$ cat src/rtl/neuron_accumulator.sv
// Signed MAC stage for one layer: accumulates n_in weight*neuron products per output
// neuron, then shifts, optionally rectifies, saturates and writes one result per neuron.
module neuron_accumulator #(
  parameter int DATA_W    = 8,
  parameter int ADDR_W    = 8,
  parameter int ACC_W     = 24,
  parameter int FRAC_BITS = 4,
  parameter int RELU      = 1
) (
  input  logic                     clk,
  input  logic                     reset,
  input  logic                     load,
  input  logic [7:0]               n_in,
  input  logic [7:0]               n_out,
  input  logic                     in_valid,
  input  logic signed [DATA_W-1:0] weight_data,
  input  logic signed [DATA_W-1:0] neuro_data,
  output logic                     wr_en,
  output logic [ADDR_W-1:0]        wr_addr,
  output logic signed [DATA_W-1:0] wr_data,
  output logic                     busy,
  output logic                     done,
  output logic                     sat
);

  typedef enum logic {IDLE, ACCUM} state_t;

  localparam logic signed [ACC_W-1:0]  MAX_V = ACC_W'(2 ** (DATA_W - 1) - 1);
  localparam logic signed [ACC_W-1:0]  MIN_V = ~MAX_V;
  localparam logic signed [DATA_W-1:0] MAX_D = {1'b0, {(DATA_W-1){1'b1}}};
  localparam logic signed [DATA_W-1:0] MIN_D = {1'b1, {(DATA_W-1){1'b0}}};

  state_t                     state;
  logic signed [ACC_W-1:0]    acc;
  logic [7:0]                 in_cnt;
  logic [7:0]                 out_cnt;
  logic [7:0]                 n_in_lat;
  logic [7:0]                 n_out_lat;

  logic signed [2*DATA_W-1:0] product;
  logic signed [ACC_W-1:0]    sum;
  logic signed [ACC_W-1:0]    shifted;
  logic signed [DATA_W-1:0]   result;
  logic                       clamped;
  logic                       complete;
  logic                       last_neuron;

  always_comb begin
    product = weight_data * neuro_data;
    // The completing pair is folded in here so the finished sum is available the same cycle.
    if (n_in_lat == 8'd0)
      sum = '0;
    else
      sum = acc + {{(ACC_W-2*DATA_W){product[2*DATA_W-1]}}, product};

    complete = (state == ACCUM) &&
               ((n_in_lat == 8'd0) ||
                (in_valid && (({1'b0, in_cnt} + 9'd1) == {1'b0, n_in_lat})));
    last_neuron = (({1'b0, out_cnt} + 9'd1) == {1'b0, n_out_lat});

    shifted = sum >>> FRAC_BITS;
    if (RELU != 0 && shifted[ACC_W-1])
      shifted = '0;

    clamped = 1'b0;
    result  = shifted[DATA_W-1:0];
    if (shifted > MAX_V) begin
      result  = MAX_D;
      clamped = 1'b1;
    end else if (shifted < MIN_V) begin
      result  = MIN_D;
      clamped = 1'b1;
    end
  end

  always_ff @(posedge clk or negedge reset) begin
    if (!reset) begin
      state     <= IDLE;
      acc       <= '0;
      in_cnt    <= '0;
      out_cnt   <= '0;
      n_in_lat  <= '0;
      n_out_lat <= '0;
      wr_en     <= 1'b0;
      wr_addr   <= '0;
      wr_data   <= '0;
      busy      <= 1'b0;
      done      <= 1'b0;
      sat       <= 1'b0;
    end else begin
      wr_en <= 1'b0;
      done  <= 1'b0;
      // A load always restarts the layer, even over a completing pair in the same cycle.
      if (load) begin
        acc       <= '0;
        in_cnt    <= '0;
        out_cnt   <= '0;
        sat       <= 1'b0;
        n_in_lat  <= n_in;
        n_out_lat <= n_out;
        if (n_out != 8'd0) begin
          state <= ACCUM;
          busy  <= 1'b1;
        end else begin
          state <= IDLE;
          busy  <= 1'b0;
          done  <= 1'b1;
        end
      end else if (state == ACCUM) begin
        if (complete) begin
          acc     <= '0;
          in_cnt  <= '0;
          wr_en   <= 1'b1;
          wr_addr <= ADDR_W'(out_cnt);
          wr_data <= result;
          out_cnt <= out_cnt + 8'd1;
          if (clamped)
            sat <= 1'b1;
          if (last_neuron) begin
            done  <= 1'b1;
            busy  <= 1'b0;
            state <= IDLE;
          end
        end else if (in_valid) begin
          acc    <= sum;
          in_cnt <= in_cnt + 8'd1;
        end
      end
    end
  end

endmodule

$ cat config.mk
export PLATFORM = sky130hd
export DESIGN_NAME = neuron_accumulator
export DESIGN_NICKNAME = d
export VERILOG_FILES = /design/src/rtl/neuron_accumulator.sv
export SDC_FILE = /design/constraint.sdc
export NUM_CORES = 1
export LEC_CHECK = 0
export ABC_AREA = 1
export BUFFER_PORTS_ARGS = -buffer_cell sky130_fd_sc_hd__buf_2
export CAP_MARGIN = 20
export CORE_MARGIN = 2
export CORE_UTILIZATION = 55
export CTS_CLUSTER_DIAMETER = 60
export DETAILED_ROUTE_END_ITERATION = 7
export HOLD_SLACK_MARGIN = 0.15
export PLACE_DENSITY = 0.75
export SYNTH_ARGS = -nofsm -noshare
export SYNTH_HDL_FRONTEND = slang
export SYNTH_SLANG_ARGS = --single-unit
$ cat constraint.sdc
create_clock -name clk -period 2.22 [get_ports clk]
set_input_delay 0.444 -clock clk [delete_from_list [all_inputs] [get_ports clk]]
set_output_delay 0.444 -clock clk [all_outputs]
set_load 0.1 [all_outputs]
==> metrics.md <==
| Metric | Value |
|---|---|
| Outcome | complete, but fails checks |
| Failing checks | negative setup slack |
| Initial DRC count | 694 |
| Antenna diodes | 0 |
| Final Routed Wirelength | 27.5 mm |
| Vias in the first global route | 8123 |
| Met2 GRT Util | 0.507 |
| CTS HTree Levels | 3 |
| FF-to-FF setup slack | -0.57 ns |
| Post-synthesis average cell area | 6.79 um^2 |
| Final hold slack | 0.297 ns |
| Unrepaired setup endpoints after global routing | yes |
| Final ANT Viol Nets | 0 |
| Synth Area in Compound Gates | 0.0514 |
| Met1 usage | 0.400 |
| Dpl cell area | 9750 um^2 |
| CP endpoint kind | register |
| GPL Wtd Cong | 0.927 |
| Initial antenna violation count | 0 |
| Largest family of logic cells by synthesized area | simple AND/OR/NAND/NOR gates |
| Drt first pass iters | 6 |
| Hold Crit Class | in2reg |
| M3 GR Usage | 0.0576 |
| GRT Util Overall | 0.301 |
| Crit path max fanout | 8 |
| Cts bufs inserted | 9 |
| Max Root-Sink Buffers | 2 |
| Post-synthesis cell count | 1176 |
| Slew HR | 0.664 |
| CTS Root Cell | clkbuf_16 |
| Seq/Total Area, Yosys | 0.241 |
| I/O pin cnt | 56 |
| Worst stage delay on the critical path | 0.51 ns |
| Area growth, synth to finish | 48.3% |
| Crit Path Category | in2reg |
| Fin. Hold Viols | 0 |
| Worst-Margin Slew | 0.505 ns |
| Layout Nets | 1526 |
| Critical path arrival | 6.21 ns |
| Final setup viols | 51 |
| DR vias/cell | 5.51 |
| Post-route DRC | 0 |
| Worst hold path startpoint | n_in[3] |
| # rows | 44 |
| TritonCTS clock tree | built |
| Die area | 15500 um^2 |
| Max Cap Viol | 0 |
| Largest net degree at the start of global routing | 43 |
| DPL Wire Length | 16.0 mm |
| Final Instance Area | 11900 um^2 |
| Synth cell types | 39 |
| FF-to-FF path depth | 15 |
| Clock slew at reported path FFs | 0.07 ns |
| Clock latency on the worst-skew pair | 0.34 ns |
| Post-synthesis async set-or-reset flop share | 1.00 |
| Post-Syn Nets | 1322 |
| Synthesized-area fraction occupied by xor and xnor cells | 0.0340 |
| CTS sink cnt | 77 |
| First-pass GRT wire length | 38.3 mm |
| Multiplexer share of the synthesized area | 0 |
| GRT Max-Usage Layer | met2 |
| Die height | 125 um |
| Worst Path Buf+Inv | 8 |
| Number of synthesized flops with an enable pin | 0 |
| Crit path launch type | input pin |
| Final Skew | 0.00873 ns |
| Mapped cell area | 7990 um^2 |
| Pins Over Slew Limit | 0 |
| Adder-cell share of the synthesized area | 0.225 |
| Reg-to-Reg End | wr_data[5] |
| Most frequent cells in the layout | nand2_1 (299), inv_1 (220), buf_4 (120) |
| Synth Area in Simple Gates | 0.300 |
| Final period util | 2.70 |
| Slack of the critical path | -3.77 ns |
| Fin crit period | 5.99 ns |
| Initial Util | 0.556 |
| Number of synthesized register bits | 77 |
| Worst Hold Path EP | n_in_lat[3] |
| Worst hold path depth | 3 |
| Cell family with most CP delay | adder cells |
| Yosys warns | 0 |
| Share of layout cells above drive strength 1 | 0.410 |
| DR vias | 8639 |
| Data required, critical path | 2.45 ns |
| Die X | 125 um |
| Total gr overflow | 0 |
| Port bufs | 55 |
| WL per Instance | 17.5 um |
| Most common cell after layout, fill and taps aside | nand2_1 |
| Main flop type after synthesis | dfrtp_1 |
| Slowest-stage cell, CP | fa_1 |
| Fmax | 167 MHz |
| Placeable Area | 14400 um^2 |
| FF-to-FF Start | acc[6] |
flip-flops by register name (all words and copies together) (netlist names):
| name | count |
|---|---|
| sat | 1 |
| wr_data | 8 |
| busy | 1 |
| state | 1 |
| out_cnt | 8 |
| wr_en | 1 |
| in_cnt | 8 |
| acc | 24 |
| done | 1 |
| n_in_lat | 8 |
| n_out_lat | 8 |
| wr_addr | 8 |
synth_stat cells (all sizes together) (4+ instances only):
library cell / instances / area, um^2
clkbuf: 22 / 82.6
dfrtp: 77 / 1930
buf: 8 / 61.3
o22ai: 8 / 50.1
o21ai: 37 / 185
or2: 4 / 25.0
inv: 278 / 1040
fa: 56 / 1120
xnor2: 13 / 114
ha: 54 / 676
nor3: 10 / 55.1
nand2: 396 / 1500
nand4: 13 / 87.6
nand3: 73 / 370
nor2: 59 / 234
a21oi: 26 / 130
xor2: 18 / 158
and2: 5 / 31.3
nor4: 4 / 25.0
nand3b: 8 / 60.1
worst min-delay path, cell delays in order:
cell     delay, ns
buf_2         0.07
nand2_1       0.04
nand2_1       0.05
kinds of logic after synthesis:
kind of cell | count (synthesis)
xor+xnor | 31
simple gates | 573
buf+inv | 308
flops | 77
compound gates | 77
fa+ha+maj | 110
cell type report:
cell class	count	area, um^2
multi-input cells	793	6450
fillers	765	2520
flip-flops and latches	77	1930
repair buffers	220	1890
inverters	278	1060
clock buffers	10	239
well taps	184	230
clock inverters	5	43.8
repair inverters	1	7.51
through the flow:
step	setup WS (ns)	TNS (ns)	utilization	std cells
after detailed placement	-4.03	-100.05	0.679	1501
after CTS	-3.34	-79.56	0.766	1550
final	-3.77	-89.82	0.825	1568
after global placement	-3.96	-96.86	0.679	1501
after global routing	-4.11	-100.32	0.825	1568
after floorplan	-3.23	-74.51	-	1176
repair_timing:
action	in CTS	in global routing
pin swaps	69	62
gates resized for setup	185	183
endpoints found under the hold margin	35	0
hold buffers	1	0
cloned	3	5
setup buffers	33	15
endpoints found under the setup margin	58	61
layer usage:
metal | vias up | routed length (um)
li1 | 3943 | -
met4 | 0 | 1290
met3 | 133 | 2320
met1 | 4099 | 10500
met2 | 464 | 13400
met5 | - | 0
worst max-delay path by stage:
stage,startpoint,to,slack [ns],cells past startpoint
after floorplan,weight_data[7],wr_data[6],-3.23,32
after global placement,neuro_data[7],wr_data[0],-3.96,33
after detailed placement,neuro_data[7],wr_data[3],-4.03,33
after CTS,neuro_data[7],wr_data[4],-3.34,33
after global routing,neuro_data[7],wr_data[5],-4.11,33
final,neuro_data[7],wr_data[5],-3.77,33
Power is left out: the tool's default activity adds up to more than one toggle a clock period on the data nets, which glitch-free logic cannot reach.
